$ cat config.mk
export PLATFORM = sky130hd
export DESIGN_NAME = alu_issue
export DESIGN_NICKNAME = d
export VERILOG_FILES = /design/src/rtl/alu_pkg.sv /design/src/rtl/alu_cmd_fifo.sv /design/src/rtl/alu_issue.sv
export SDC_FILE = /design/constraint.sdc
export NUM_CORES = 1
export LEC_CHECK = 0
export ABC_AREA = 1
export BUFFER_PORTS_ARGS = -buffer_cell sky130_fd_sc_hd__buf_2
export CAP_MARGIN = 5
export CORE_UTILIZATION = 45
export CTS_BUF_LIST = sky130_fd_sc_hd__clkbuf_2 sky130_fd_sc_hd__clkbuf_4 sky130_fd_sc_hd__clkbuf_8
export DETAILED_ROUTE_END_ITERATION = 7
export GPL_TIMING_DRIVEN = 0
export PLACE_DENSITY_LB_ADDON = 0.2
export SETUP_SLACK_MARGIN = 0.4
export SLEW_MARGIN = 10
export SYNTH_ARGS = -nofsm -noshare
export SYNTH_HDL_FRONTEND = slang
export SYNTH_SLANG_ARGS = --single-unit
$ cat constraint.sdc
create_clock -name clk_i -period 4 [get_ports clk_i]
set_input_delay 0.4 -clock clk_i [delete_from_list [all_inputs] [get_ports clk_i]]
set_output_delay 0.4 -clock clk_i [all_outputs]
set_load 0.01 [all_outputs]
$ cat src/rtl/alu_pkg.sv
// alu_pkg: shared op codes, default data width and issue-FSM state encoding
// for the alu_issue command-issue / result-capture stage.
package alu_pkg;

  localparam int WIDTH_DEFAULT = 8;
  localparam int OP_W          = 3;

  localparam logic [OP_W-1:0] OP_PASS = 3'b000;
  localparam logic [OP_W-1:0] OP_ADD  = 3'b001;
  localparam logic [OP_W-1:0] OP_SUB  = 3'b010;
  localparam logic [OP_W-1:0] OP_MUL  = 3'b011;
  localparam logic [OP_W-1:0] OP_DIV  = 3'b100;
  localparam logic [OP_W-1:0] OP_MOD  = 3'b101;

  typedef enum logic [1:0] {
    ST_IDLE = 2'd0,
    ST_EXEC = 2'd1,
    ST_RESP = 2'd2
  } alu_state_e;

  // Divide and modulo are the only ops that can fault on a zero divisor.
  function automatic logic is_div_op(input logic [OP_W-1:0] op);
    return (op == OP_DIV) || (op == OP_MOD);
  endfunction

endpackage

$ cat src/rtl/alu_cmd_fifo.sv
// alu_cmd_fifo: synchronous FIFO holding packed {op, a, b} commands.
// Push is ignored when full and pop is ignored when empty, so callers may
// drive raw requests. DEPTH must be a power of two so pointers wrap freely.
module alu_cmd_fifo #(
  parameter int DATA_W = 19,
  parameter int DEPTH  = 4,
  parameter int CNT_W  = $clog2(DEPTH + 1)
) (
  input  logic              clk_i,
  input  logic              rst_i,
  input  logic              push_i,
  input  logic [DATA_W-1:0] wdata_i,
  input  logic              pop_i,
  output logic [DATA_W-1:0] rdata_o,
  output logic              full_o,
  output logic              empty_o,
  output logic [CNT_W-1:0]  count_o
);

  localparam int PTR_W = $clog2(DEPTH);

  logic [DATA_W-1:0] mem_q [DEPTH];
  logic [PTR_W-1:0]  wr_ptr_q, wr_ptr_d;
  logic [PTR_W-1:0]  rd_ptr_q, rd_ptr_d;
  logic [CNT_W-1:0]  count_q, count_d;
  logic              do_push;
  logic              do_pop;

  assign full_o  = (count_q == CNT_W'(DEPTH));
  assign empty_o = (count_q == '0);
  assign count_o = count_q;
  assign rdata_o = mem_q[rd_ptr_q];

  assign do_push = push_i && !full_o;
  assign do_pop  = pop_i && !empty_o;

  // Pointer and occupancy next-state; simultaneous push and pop leave count unchanged.
  always_comb begin
    wr_ptr_d = wr_ptr_q;
    rd_ptr_d = rd_ptr_q;
    count_d  = count_q;
    if (do_push) wr_ptr_d = wr_ptr_q + PTR_W'(1);
    if (do_pop)  rd_ptr_d = rd_ptr_q + PTR_W'(1);
    case ({do_push, do_pop})
      2'b10:   count_d = count_q + CNT_W'(1);
      2'b01:   count_d = count_q - CNT_W'(1);
      default: count_d = count_q;
    endcase
  end

  // Pointer/count registers; reset empties the FIFO.
  always_ff @(posedge clk_i or posedge rst_i) begin
    if (rst_i) begin
      wr_ptr_q <= '0;
      rd_ptr_q <= '0;
      count_q  <= '0;
    end else begin
      wr_ptr_q <= wr_ptr_d;
      rd_ptr_q <= rd_ptr_d;
      count_q  <= count_d;
    end
  end

  // Storage array; contents are meaningless once pointers reset, so no reset here.
  always_ff @(posedge clk_i) begin
    if (do_push) mem_q[wr_ptr_q] <= wdata_i;
  end

endmodule

$ cat src/rtl/alu_issue.sv
// alu_issue: buffers ALU commands in a FIFO, issues them one at a time to a
// combinational ALU, and registers each result into a valid/ready response.
// Optional macro ALU_DIV_ZERO_CHK_EN: when defined, div/mod by zero returns
// all-ones with rsp_err_o set instead of the ALU result.
//
// state | meaning
// IDLE  | nothing issued; pop FIFO head into ALU drive regs when available
// EXEC  | ALU settling on issued command; capture result next edge
// RESP  | response held until accepted; then issue next or go idle
module alu_issue
  import alu_pkg::*;
#(
  parameter int WIDTH = WIDTH_DEFAULT,
  parameter int DEPTH = 4
) (
  input  logic                       clk_i,
  input  logic                       rst_i,
  input  logic                       cmd_valid_i,
  output logic                       cmd_ready_o,
  input  logic [2:0]                 cmd_op_i,
  input  logic [WIDTH-1:0]           cmd_a_i,
  input  logic [WIDTH-1:0]           cmd_b_i,
  output logic [2:0]                 alu_ctrl_o,
  output logic [WIDTH-1:0]           alu_data0_o,
  output logic [WIDTH-1:0]           alu_data1_o,
  input  logic [WIDTH-1:0]           alu_result_i,
  output logic                       rsp_valid_o,
  input  logic                       rsp_ready_i,
  output logic [WIDTH-1:0]           rsp_data_o,
  output logic [2:0]                 rsp_op_o,
  output logic                       rsp_err_o,
  output logic [$clog2(DEPTH+1)-1:0] count_o
);

  localparam int CNT_W = $clog2(DEPTH + 1);
  localparam int ENT_W = OP_W + 2 * WIDTH;

  alu_state_e         state_q, state_d;
  logic [OP_W-1:0]    alu_ctrl_q, alu_ctrl_d;
  logic [WIDTH-1:0]   alu_data0_q, alu_data0_d;
  logic [WIDTH-1:0]   alu_data1_q, alu_data1_d;
  logic               rsp_valid_q, rsp_valid_d;
  logic [WIDTH-1:0]   rsp_data_q, rsp_data_d;
  logic [OP_W-1:0]    rsp_op_q, rsp_op_d;
  logic               rsp_err_q, rsp_err_d;

  logic               fifo_push;
  logic               fifo_pop;
  logic               fifo_full;
  logic               fifo_empty;
  logic [ENT_W-1:0]   fifo_wdata;
  logic [ENT_W-1:0]   fifo_rdata;
  logic [OP_W-1:0]    head_op;
  logic [WIDTH-1:0]   head_a;
  logic [WIDTH-1:0]   head_b;
  logic               div_zero;

  assign fifo_wdata               = {cmd_op_i, cmd_a_i, cmd_b_i};
  assign {head_op, head_a, head_b} = fifo_rdata;

  // Ready is purely from registered occupancy, so a pop in the same cycle
  // never opens a slot for a push on a full FIFO.
  assign cmd_ready_o = !fifo_full;
  assign fifo_push   = cmd_valid_i && cmd_ready_o;

  alu_cmd_fifo #(
    .DATA_W (ENT_W),
    .DEPTH  (DEPTH),
    .CNT_W  (CNT_W)
  ) u_fifo (
    .clk_i   (clk_i),
    .rst_i   (rst_i),
    .push_i  (fifo_push),
    .wdata_i (fifo_wdata),
    .pop_i   (fifo_pop),
    .rdata_o (fifo_rdata),
    .full_o  (fifo_full),
    .empty_o (fifo_empty),
    .count_o (count_o)
  );

`ifdef ALU_DIV_ZERO_CHK_EN
  assign div_zero = is_div_op(alu_ctrl_q) && (alu_data1_q == '0);
`else
  assign div_zero = 1'b0;
`endif

  // Issue FSM: next state, FIFO pop, ALU drive and response register updates.
  always_comb begin
    state_d     = state_q;
    alu_ctrl_d  = alu_ctrl_q;
    alu_data0_d = alu_data0_q;
    alu_data1_d = alu_data1_q;
    rsp_valid_d = rsp_valid_q;
    rsp_data_d  = rsp_data_q;
    rsp_op_d    = rsp_op_q;
    rsp_err_d   = rsp_err_q;
    fifo_pop    = 1'b0;

    case (state_q)
      ST_IDLE: begin
        if (!fifo_empty) begin
          fifo_pop    = 1'b1;
          alu_ctrl_d  = head_op;
          alu_data0_d = head_a;
          alu_data1_d = head_b;
          state_d     = ST_EXEC;
        end
      end
      ST_EXEC: begin
        rsp_valid_d = 1'b1;
        rsp_op_d    = alu_ctrl_q;
        rsp_err_d   = div_zero;
        rsp_data_d  = div_zero ? '1 : alu_result_i;
        state_d     = ST_RESP;
      end
      ST_RESP: begin
        if (rsp_valid_q && rsp_ready_i) begin
          rsp_valid_d = 1'b0;
          if (!fifo_empty) begin
            fifo_pop    = 1'b1;
            alu_ctrl_d  = head_op;
            alu_data0_d = head_a;
            alu_data1_d = head_b;
            state_d     = ST_EXEC;
          end else begin
            state_d     = ST_IDLE;
          end
        end
      end
      default: begin
        state_d = ST_IDLE;
      end
    endcase
  end

  // State, ALU drive and response registers; reset drops anything in flight.
  always_ff @(posedge clk_i or posedge rst_i) begin
    if (rst_i) begin
      state_q     <= ST_IDLE;
      alu_ctrl_q  <= '0;
      alu_data0_q <= '0;
      alu_data1_q <= '0;
      rsp_valid_q <= 1'b0;
      rsp_data_q  <= '0;
      rsp_op_q    <= '0;
      rsp_err_q   <= 1'b0;
    end else begin
      state_q     <= state_d;
      alu_ctrl_q  <= alu_ctrl_d;
      alu_data0_q <= alu_data0_d;
      alu_data1_q <= alu_data1_d;
      rsp_valid_q <= rsp_valid_d;
      rsp_data_q  <= rsp_data_d;
      rsp_op_q    <= rsp_op_d;
      rsp_err_q   <= rsp_err_d;
    end
  end

  assign alu_ctrl_o  = alu_ctrl_q;
  assign alu_data0_o = alu_data0_q;
  assign alu_data1_o = alu_data1_q;
  assign rsp_valid_o = rsp_valid_q;
  assign rsp_data_o  = rsp_data_q;
  assign rsp_op_o    = rsp_op_q;
  assign rsp_err_o   = rsp_err_q;

endmodule
* Word level (Yosys, flattened, before mapping)
Memories as Yosys holds them, arrays and structs flattened.
Cells that the tools add are included.
** Word-level totals
- Flip-flop bits (word level) :: 40
- Bits in latches :: 0
- Memory bits (writable) :: 76
- Memory bits (read-only) :: 0
- Word-level logic and storage cells :: 57
- Memories :: 1
** Memory list
- u_fifo.mem_q :: words 4, bits a word 19, read ports 1, clocked after memory_dff 0, wr ports 1, RTL line alu_cmd_fifo.sv:22 : logic [DATA_W-1:0] mem_q [DEPTH];
** Cells by class
- Add/sub/neg operators :: 4
- $mul :: 0
- Div/mod/pow operators :: 0
- Magnitude comparators :: 0
- Eq/ne operators :: 7
- Shift-type cells :: 0
- Multiplexer cells :: 21
- Bitwise logic cells :: 0
- Reduce and logical (&&, ||, !) cells :: 14
** Operator list (number)
- two-way mux 8 bit :: 4
- case mux 8 bit (2 select lines) :: 2
- case mux 3 bit (2 select lines) :: 2
- two-way mux 1 bit :: 6
- two-way mux 3 bit :: 2
- case mux 2 bit (3 select lines) :: 1
- AND reduction 2 bit :: 3
- nonzero test 2 bit :: 3
- adder 2 x 1 -> 2 bit (second input constant) :: 2
- == test 2 x 1 -> 1 bit (second input constant) :: 2
- == test 2 bit (second input constant) :: 2
- logical AND 1 bit :: 4
- two-way mux 2 bit :: 2
- != test 2 bit (second input constant) :: 2
- case mux 1 bit (2 select lines) :: 2
- adder 3 x 1 -> 3 bit (second input constant) :: 1
- == test 3 bit (second input constant) :: 1
- logical NOT 3 bit :: 1
- subtractor 3 x 1 -> 3 bit (second input constant) :: 1
- logical NOT 1 bit :: 2
- logical NOT 2 bit :: 1

* Logic depth before layout (Yosys ltp)
Gate-level depths: netlist of run 1.
- Word-level depth :: 7
- Mapped depth :: 11
- Mapped depth without buffers :: 11

* Cells and area by module
Synthesis of run 1 repeated with hierarchy kept, for this count alone.
** Unflattened totals
- Cells, all modules :: 434
- Area, all modules :: 4972.3 µm²
** Modules (own cells, without submodules)
- alu_cmd_fifo :: instances 1, cells an instance 284, area an instance 3616.0 µm², sequential area each 2457.4 µm²
- alu_issue :: instances 1, cells an instance 150, area an instance 1356.3 µm², sequential area each 825.8 µm²

* Worst setup path before layout of run 1
Ideal clock, no wire load.
- Path kind :: register -> register
- From :: reg u_fifo.count_q[0] (netlist: u_fifo.count_o[0])
- To :: mem u_fifo.mem_q[0][0] (enable)
- Arrival :: 1.646 ns
- Required time :: 3.605 ns
- Path slack :: 1.959 ns
- Cell stages (with the launch flop) :: 5
- Path buffers :: 0
- Cell sequence :: dfrtp_1 > inv_2 > nand3_1 > nand2_2 > nor2_1
** On the way
- Word-level cells in the longest chain between the ends :: 6
** RTL lines
- from (decl) :: RTL line alu_cmd_fifo.sv:25 : logic [CNT_W-1:0] count_q, count_d;
- from (signal assigned) :: RTL line alu_cmd_fifo.sv:60 : count_q <= count_d;
- == test 3 bit (*) :: RTL line alu_cmd_fifo.sv:29 : assign full_o = (count_q == CNT_W'(DEPTH));
- logical NOT 1 bit (*) :: RTL line alu_issue.sv:63 : assign cmd_ready_o = !fifo_full;
- net cmd_ready_o :: RTL line alu_issue.sv:19 : output logic cmd_ready_o,
- logical AND 1 bit :: RTL line alu_issue.sv:64 : assign fifo_push = cmd_valid_i && cmd_ready_o;
- logical AND 1 bit (*) :: RTL line alu_cmd_fifo.sv:34 : assign do_push = push_i && !full_o;
- two-way mux 1 bit (*) :: RTL line alu_cmd_fifo.sv:66 : if (do_push) mem_q[wr_ptr_q] <= wdata_i;
- two-way mux 1 bit (implied by the code) (*) :: RTL line alu_cmd_fifo.sv:66
- to (decl) :: RTL line alu_cmd_fifo.sv:22
Mark *: on every way through the listed nets, which the timed path passes. The rest lies on a longest branch.

* Final worst setup path of run 1
- From :: reg u_fifo.count_q[1] (netlist: u_fifo.count_o[1])
- To :: reg u_fifo.count_q[2] (netlist: u_fifo.count_o[2])
** On the way
- Word-level cells in the longest chain between the ends :: 7
** RTL lines
- logical NOT 3 bit :: RTL line alu_cmd_fifo.sv:30 : assign empty_o = (count_q == '0);
- two-way mux 1 bit :: RTL line alu_issue.sv:102, alu_issue.sv:120
- two-way mux 1 bit :: RTL line alu_issue.sv:118 : if (rsp_valid_q && rsp_ready_i) begin
- case mux 1 bit (2 select lines) :: RTL line alu_issue.sv:100 : case (state_q)
- logical AND 1 bit :: RTL line alu_cmd_fifo.sv:35 : assign do_pop = pop_i && !empty_o;
- == test 2 x 1 -> 1 bit / == test 2 bit (equally long branches) :: RTL line alu_cmd_fifo.sv:44 : case ({do_push, do_pop})
- case mux 3 bit (2 select lines) / nonzero test 2 bit (equally long branches)
Several ways; a longest one is shown, not always the timed one.
A chain may end at the register's enable or synchronous reset.

==> results of run 1 <==
-- cell usage after synthesis (all sizes together) --
cell type  number  area share [%]
buf            18             2.2
clkbuf          1           0.076
conb            1           0.076
dfrtp          40              20
edfxtp         76              47
fa              1            0.41
ha              5             1.3
inv            94             7.2
nand2         202              16
nand3          45             4.6
nor2            8            0.82
o21ai           2            0.20
xnor2           1            0.18
xor2            3            0.54
-- power groups by stage --
stage               registers [W]  clock network [W]    logic, W
floorplan                 0.00131                  0  0.00000733
detailed placement        0.00130                  0   0.0000351
CTS                       0.00128            0.00112   0.0000361
finish                    0.00128            0.00110   0.0000351
global route              0.00128            0.00117   0.0000400
global placement          0.00130                  0   0.0000308
-- final cells by class --
type / count / area, µm²
sequential: 116 / 3283
multi-input combinational: 268 / 1167
fill: 890 / 4517
inverter: 94 / 352.8
clock inverter: 4 / 70.07
timing repair buffer: 71 / 440.4
clock buffer: 28 / 347.8
tap: 136 / 170.2
buffer: 19 / 113.9
-- layer usage --
layer,wire length (µm),part of all wire (%)
met1,4290,44
met3,465,4.7
met4,105,1.1
met2,4959,50
met5,0,0
-- stage by stage --
stage / power, W / setup WS (ns)
after floorplan: 0.001312 / 1.959
after global placement: 0.001335 / 1.268
after detailed placement: 0.001340 / 2.059
after CTS: 0.002436 / 2.053
after global routing: 0.002492 / 1.872
final: 0.002413 / 2.064
-- what timing repair did --
item,CTS,global route
setup buffers,0,0
resized for setup,0,0
endpoints found under the hold margin,6,0
hold buffers,1,0
-- critical path, cell delays in order, from the launching register on --
cell and delay [ns]:
dfrtp_1 0.40, inv_1 0.14, nand3_1 0.14, nand2_2 0.19, ha_1 0.20, inv_1 0.07, fa_1 0.37, nand2_1 0.08
nand3_1 0.08, xor2_1 0.14
-- worst max-delay path by stage --
stage | depth (start not counted) | slack, ns | from | endpoint
after CTS | 9 | 2.05 | u_fifo.count_o[1] | u_fifo.count_o[2]
after global placement | 4 | 1.27 | u_fifo.count_o[0] | u_fifo.mem_q[1][8]
after global routing | 10 | 1.87 | u_fifo.count_o[1] | u_fifo.count_o[2]
after floorplan | 4 | 1.96 | u_fifo.count_o[0] | u_fifo.mem_q[0][0]
final | 9 | 2.06 | u_fifo.count_o[1] | u_fifo.count_o[2]
after detailed placement | 9 | 2.06 | u_fifo.count_o[1] | u_fifo.count_o[2]
-- registers in the layout, indices dropped and copies added, names as in the netlist --
register         count
u_fifo.mem_q        76
alu_data1_o          8
state_q              2
alu_ctrl_o           3
rsp_data_o           8
u_fifo.wr_ptr_q      2
rsp_op_o             3
u_fifo.count_o       3
u_fifo.rd_ptr_q      2
alu_data0_o          8
rsp_valid_o          1
-- cells by family after synthesis --
logic type               count (synthesis)  synth area share (%)
AND/OR/NAND/NOR                        255                 20.91
other                                    1               0.07642
XOR/XNOR                                 4                0.7141
AO/OA/AOI/OAI                            2                0.2040
adder cells (fa/ha/maj)                  6                 1.683
flip-flops                             116                 66.90
buffers and inverters                  113                 9.510
==> results.json, run 1 <==
{
  "outcome": "completed",
  "critPathKind": "register to register",
  "met1_usage_pct": 23.00,
  "port-buffer-count": 65,
  "hold_slack_ns": 0.1951,
  "period_minus_slack_ns": 1.936,
  "worst_ep_arrival_time_ns": 2.23,
  "fp-row-count": 37,
  "cts.sinks": 116,
  "clk_path_buf_depth": 2,
  "hold_class": "input port to register",
  "p_int_w": 0.001972,
  "ioPinCount": 67,
  "setup_tns_ns": 0,
  "synth_cells": 497,
  "cts_tree": "done",
  "p_switching_w": 0.0004413,
  "cp_max_fo": 7,
  "grtUsageMet3_pct": 5.212,
  "clockRootBuffer": "clkbuf_8",
  "layout_commonest_cell": "nand2_1",
  "drcViolationCount": 0,
  "final_cells": 736,
  "grtUsageTotal_pct": 19.22,
  "antennaDiodeCount": 0,
  "gp_congestion": 0.7124,
  "die_w_um": 106.4,
  "fin_worst_skew_ns": 0.007951,
  "antenna_found_initial": 0,
  "slew-limit-headroom_pct": 55.68,
  "cp.required_ns": 4.30,
  "cts_inserted_buffers": 17,
  "drtPass1Iterations": 4,
  "drt_iter0_drc": 215,
  "r2r-end": "u_fifo.count_o[2]",
  "ant_nets": 0,
  "synth_area_um2": 4907,
  "initial_core_util_pct": 46.90,
  "avgViaCountPerCell": 4.580,
  "grt_max_degree": 35,
  "ys_ff_latch": 116,
  "power_frac_clock_pct": 45.5,
  "seq_area_frac_synth_pct": 66.90,
  "grt-busiest-layer": "met2",
  "syn_nets": 534,
  "clock_latency_ns": 0.41,
  "period_share_pct": 48.40,
  "p_seq_share_pct": 53.1,
  "htreeDepth": 4,
  "fmax_mhz": 516.6,
  "yosysWarningCount": 0,
  "avgSynthCellArea_um2": 9.874,
  "dp_cells": 703,
  "placedInstanceArea_um2": 5518,
  "ir_drop_v": 0.0001618,
  "grt_remaining_overflow": 0,
  "max_cap_violations": 0,
  "p_comb_share_pct": 1.5,
  "clk_pin_slew_worst_paths_ns": 0.06,
  "fin_area_um2": 5946,
  "cp-start-kind": "register",
  "hold_violations": 0,
  "design.core.area_um2": 10460,
  "power.leakage_nw": 3.007,
  "holdPathEnd": "rsp_data_o[5]",
  "final_cell_mix": "nand2_1 (201), inv_1 (90), buf_2 (78)",
  "hp-start": "alu_result_i[5]",
  "regToRegSetupSlack_ns": 2.06,
  "final_core_util_pct": 56.83,
  "synth.distinct_cells": 20,
  "hold_path_depth": 3,
  "timing.rr.start": "u_fifo.count_o[1]",
  "wl_um": 9820,
  "wl_per_cell_um": 13.34,
  "crit_path_end_kind": "register",
  "power_density_nw_per_um2": 405.9,
  "power_switching_share_pct": 18.29,
  "worstMarginPinSlew_ns": 0.6640,
  "grt_pass1_wl_um": 15990,
  "ff2ff_path_depth": 9,
  "grt_setup_unrepaired": "false",
  "slew_viol_final": 0,
  "hpwl_um": 6485,
  "die_area_um2": 11330,
  "grt_pass1_vias": 3325,
  "area_growth_pct": 21.16,
  "chipHeight_um": 106.4,
  "drive_above_1_share_pct": 21.83,
  "setup-violations-final": 0,
  "grt_use_met2_pct": 32.65,
  "nets": 624,
  "dr_total_vias": 3371
}
Power figures use the tool's default switching activity.
==> inputs of run 2 (changes only) <==
clock period = 1.8 ns   (was 4 ns; I/O delays follow)
==> run 2 against run 1 <==
  * Hold slack worse by 0.15 ns
  * Fmax up 17%
  * Count of clock-buffer cells in the layout is 1 lower
  * Largest power group unchanged
  * Critical endpoint unchanged
  * Setup slack got worse by 1.9 ns
  * Non-clock buffer count is 37 higher
  * Global-route usage is 0.99 points higher
==> results.json, run 2 (same netlist as run 1, synthesis figures left out) <==
{
  "outcome": "completed",
  "initial_core_util_pct": 46.90,
  "grt_pass1_wl_um": 16890,
  "dp_cells": 699,
  "cp_max_fo": 5,
  "wl_um": 10280,
  "drtPass1Iterations": 5,
  "ir_drop_v": 0.0004002,
  "largest_register_ffs": 76,
  "cts_tree": "done",
  "grtUsageTotal_pct": 20.22,
  "clockRootBuffer": "clkbuf_8",
  "regArea_um2": 3283,
  "ioPinCount": 67,
  "clk_path_buf_depth": 2,
  "grt_remaining_overflow": 0,
  "cts.sinks": 116,
  "grt_pass1_vias": 3585,
  "grt_use_met2_pct": 33.12,
  "hpwl_um": 6080,
  "hold_violations": 0,
  "n_fill_cell": 862,
  "cts_inserted_buffers": 17,
  "drt_iter0_drc": 262,
  "met1_usage_pct": 24.55,
  "final_cell_mix": "nand2_1 (198), inv_1 (88), edfxtp_1 (76)",
  "multiInputGateArea_um2": 1252,
  "fp-row-count": 37,
  "layout_commonest_cell": "nand2_1",
  "preCtsSetupSlack_ns": -0.3535,
  "grtUsageMet3_pct": 5.886,
  "port-buffer-count": 65,
  "avgViaCountPerCell": 4.602,
  "period_minus_slack_ns": 1.653,
  "design.core.area_um2": 10460,
  "drive_above_1_share_pct": 23.74,
  "crit_path_end_kind": "register",
  "clk_pin_slew_worst_paths_ns": 0.07,
  "hold_class": "input port to register",
  "drcViolationCount": 0,
  "power_density_nw_per_um2": 804.7,
  "setup-violations-final": 0,
  "antennaDiodeCount": 0,
  "ant_nets": 0,
  "final_cells": 772,
  "setup_ws_ns": 0.1473,
  "grt_setup_unrepaired": "true",
  "area_growth_pct": 29.45,
  "dr_total_vias": 3553,
  "grt_max_degree": 33,
  "nets": 661,
  "die_area_um2": 11330,
  "power.leakage_nw": 3.172,
  "grt-busiest-layer": "met2",
  "regMostFlops": "u_fifo.mem_q",
  "final_core_util_pct": 60.72,
  "die_w_um": 106.4,
  "period_share_pct": 91.82,
  "fin_worst_skew_ns": 0.01718,
  "antenna_found_initial": 0,
  "max_cap_violations": 0,
  "wl_per_cell_um": 13.32,
  "chipHeight_um": 106.4,
  "slew_viol_final": 0,
  "cp-start-kind": "register",
  "critPathKind": "register to register",
  "cp.required_ns": 2.12,
  "htreeDepth": 4,
  "clock_latency_ns": 0.43,
  "gp_congestion": 0.7107,
  "worst_ep_arrival_time_ns": 1.97,
  "fmax_mhz": 605.1
}
run 2: worst paths after layout:
kind / start / to / slack (ns) / depth (start not counted)
setup / recovery: state_q[0] / u_fifo.count_o[2] / 0.15 / 9
max in group asynchronous: rst_i / alu_data1_o[3] / 1.13 / 4
hold reg to reg: rsp_data_o[2] / rsp_data_o[2] / 0.47 / 2
hold / removal: rsp_ready_i / rsp_valid_o / 0.04 / 4
min in group asynchronous: rst_i / alu_data0_o[5] / 0.23 / 3
setup reg to reg: state_q[0] / u_fifo.count_o[2] / 0.15 / 9
run 2: repair_timing:
action,CTS,global route
resized for setup,10,10
endpoints found under the setup margin,79,99
endpoints found under the hold margin,124,0
cloned,0,0
pin swaps,5,2
hold buffers,28,0
setup buffers,11,3
run 2: cell type report:
| class | count | area share (%) |
|---|---|---|
| clock buffer | 27 | 5.456 |
| timing repair buffer | 108 | 12.59 |
| multi-input combinational | 268 | 19.72 |
| tap | 136 | 2.679 |
| sequential | 116 | 51.68 |
| inverter | 94 | 5.554 |
| buffer | 19 | 1.989 |
| clock inverter | 4 | 0.3348 |
run 2: metal layers:
layer / up-vias / wire length [µm]
li1: 1777 / -
met1: 1654 / 4594
met2: 106 / 4923
met3: 16 / 590
met4: 0 / 176
met5: - / 0
run 2: power by group:
group,total [W],switching [W],leakage (nW),internal (W)
logic,0.000123,0.0000542,1.79,0.0000692
registers,0.00285,0,1.18,0.00285
clock network,0.00214,0.000923,0.200,0.00122
run 2: worst max-delay path, stage by stage, from the launching register on:
cell and delay [ns]:
dfrtp_1 0.36, inv_1 0.14, nand2_2 0.10, nor2_4 0.13, ha_4 0.14, inv_2 0.04, fa_2 0.33, nand2_1 0.07
nand3_1 0.09, xor2_1 0.15
run 2: through the flow:
stage | setup TNS (ns) | total power [W] | area (µm²) | hold WS (ns)
after floorplan | 0 | 0.002916 | 4955 | 0.2789
after global placement | -14.61 | 0.002967 | 5450 | 0.3880
after detailed placement | -18.53 | 0.002975 | 5470 | 0.1168
after CTS | 0 | 0.005166 | 6311 | 0.01384
after global routing | 0 | 0.005283 | 6352 | 0.05131
final | 0 | 0.005112 | 6352 | 0.04297
==> inputs of run 3 (changes only) <==
CORE_ASPECT_RATIO = 0.5   (was not set)
SLEW_MARGIN = not set   (was 10)
==> run 3 against run 2 <==
  * Clock skew decreased by 0.0043 ns
  * Critical endpoint unchanged
  * Count of clock-buffer cells in the layout fell by 5
  * Sequential share of layout area down 1.3 points
  * First-iteration DRC count shrank 12%
  * Highest routed layer unchanged
==> results.json, run 3 (same netlist as run 1, synthesis figures left out) <==
{
  "setup-violations-final": 0,
  "hold_class": "input port to register",
  "antenna_found_initial": 0,
  "critical-path-max-stage-delay_ns": 0.40,
  "fin_worst_skew_ns": 0.01291,
  "cp-start-kind": "register",
  "power.leakage_nw": 3.233,
  "hpwl_um": 6379,
  "max_cap_violations": 0,
  "clock_latency_ns": 0.43,
  "period_minus_slack_ns": 1.630,
  "fp-row-count": 26,
  "hold_slack_ns": 0.04579,
  "drive_above_1_share_pct": 24.77,
  "crit_cells": 9,
  "gp_congestion": 0.7110,
  "antennaDiodeCount": 0,
  "die_w_um": 149.7,
  "layout_commonest_cell": "nand2_1",
  "outcome": "completed",
  "drcViolationCount": 0,
  "grt_remaining_overflow": 0,
  "wl_per_cell_um": 13.94,
  "final_cell_mix": "nand2_1 (197), inv_1 (87), edfxtp_1 (76)",
  "avgViaCountPerCell": 4.494,
  "fmax_mhz": 613.7,
  "dr_total_vias": 3514,
  "slew_viol_final": 0,
  "ant_nets": 0,
  "die_area_um2": 11350,
  "cpMostUsedCell": "inv_2",
  "drt_iter0_drc": 230,
  "power_density_nw_per_um2": 861.7,
  "period_share_pct": 90.53,
  "cp.required_ns": 2.11,
  "ioPinCount": 67,
  "largest_register_ffs": 76,
  "cts_tree": "done",
  "area_growth_pct": 32.81,
  "cp_max_fo": 3,
  "hold_violations": 0,
  "path_buf_inv": 2,
  "slew-limit-headroom_pct": 65.71,
  "crit_chain": "inv_2, nand3_4, nand2_8, ha_4, inv_2, fa_2, nand2_1, nand3_1, xor2_1",
  "slowest_stage": "dfrtp_1",
  "clk_path_buf_depth": 2,
  "cts_inserted_buffers": 17,
  "initial_core_util_pct": 47.14,
  "dp_cells": 703,
  "wl_um": 10900,
  "hold_path_depth": 3,
  "clockRootBuffer": "clkbuf_8",
  "final_cells": 782,
  "regMostFlops": "u_fifo.mem_q",
  "grt_setup_unrepaired": "true",
  "worst_ep_arrival_time_ns": 1.94,
  "grt_pass1_wl_um": 16600,
  "grt_max_degree": 22,
  "n_fill_cell": 844,
  "grtUsageTotal_pct": 20.39,
  "crit_path_end_kind": "register",
  "nets": 666,
  "grt_pass1_vias": 3312,
  "design.core.area_um2": 10410,
  "chipHeight_um": 75.84,
  "ir_drop_v": 0.0004328,
  "port-buffer-count": 65,
  "critical-path-top-delay-family": "adder cells",
  "worstMarginPinSlew_ns": 0.5137,
  "htreeDepth": 4,
  "clk_pin_slew_worst_paths_ns": 0.07,
  "critPathKind": "register to register",
  "drtPass1Iterations": 4,
  "cts.sinks": 116,
  "ff2ff_path_depth": 9
}
## run 3: cell types whose count changed in the layout (fill, tap and decap cells not counted), sizes merged
cell | before | now
bufinv | 0 | 4
clkbuf | 29 | 27
clkinvlp | 0 | 2
buf | 97 | 99
inv | 95 | 94
clkinv | 3 | 4
## run 3: worst reg2reg max path: cells and delay by family (launching register included)
family	cells	cell delay (ns)
adder cells (fa/ha/maj)	2	0.46
flip-flops	1	0.40
AND/OR/NAND/NOR	4	0.36
buffers and inverters	2	0.14
XOR/XNOR	1	0.17
## run 3: path summary, 6_finish.rpt
path	startpoint	to	slack, ns
max in group asynchronous	rst_i	alu_data1_o[7]	0.96
worst max-delay path	u_fifo.count_o[1]	u_fifo.count_o[2]	0.17
min in group asynchronous	rst_i	rsp_data_o[4]	0.34
worst min-delay path	cmd_valid_i	u_fifo.wr_ptr_q[1]	0.05
worst min register to register	rsp_data_o[3]	rsp_data_o[3]	0.47
worst max register to register	u_fifo.count_o[1]	u_fifo.count_o[2]	0.17
## run 3: report_power, final
group | internal [W] | switching, W
logic | 0.0000709 | 0.0000560
registers | 0.00284 | 0
clock network | 0.00162 | 0.00103
## run 3: cell type report
cell class              count  area [µm²]  share of cell area (%)
flip-flops and latches    116        3284                   50.39
clock buffers              22       284.0                   4.358
inverters                  94       352.8                   5.414
well taps                 140       175.2                   2.688
plain buffers              19       126.4                   1.939
clock inverters            10       155.1                   2.380
multi-input cells         268        1251                   19.20
repair buffers            113       888.4                   13.63
## run 3: through the flow
stage	worst slack, ns	utilization, %	setup TNS, ns	cell area (µm²)	power, W
2_1_floorplan	0.1085	-	0	4955	0.002916
3_3_place_gp	-0.2238	52.40	-15.70	5455	0.002969
3_5_place_dp	-0.2525	52.67	-17.71	5483	0.002979
4_1_cts	0.1904	61.42	0	6394	0.005641
5_1_grt	0.05094	62.61	0	6518	0.005784
6_report	0.1704	62.61	0	6518	0.005616
## run 3: what timing repair did
| action | CTS | global route |
|---|---|---|
| gates resized for setup | 10 | 13 |
| gates cloned | 0 | 3 |
| endpoints found under the setup margin | 79 | 96 |
| pin swaps | 7 | 5 |
| setup buffers | 13 | 3 |
| hold buffers | 28 | 0 |
| hold endpoints to repair | 103 | 0 |
## run 3: metal layers
layer	vias to the layer above	track usage, %	share of wire (%)
met5	-	0	0
met4	0	5.836	0.81
met3	11	6.048	6.9
met2	101	33.28	45
met1	1609	26.96	47
li1	1793	-	-
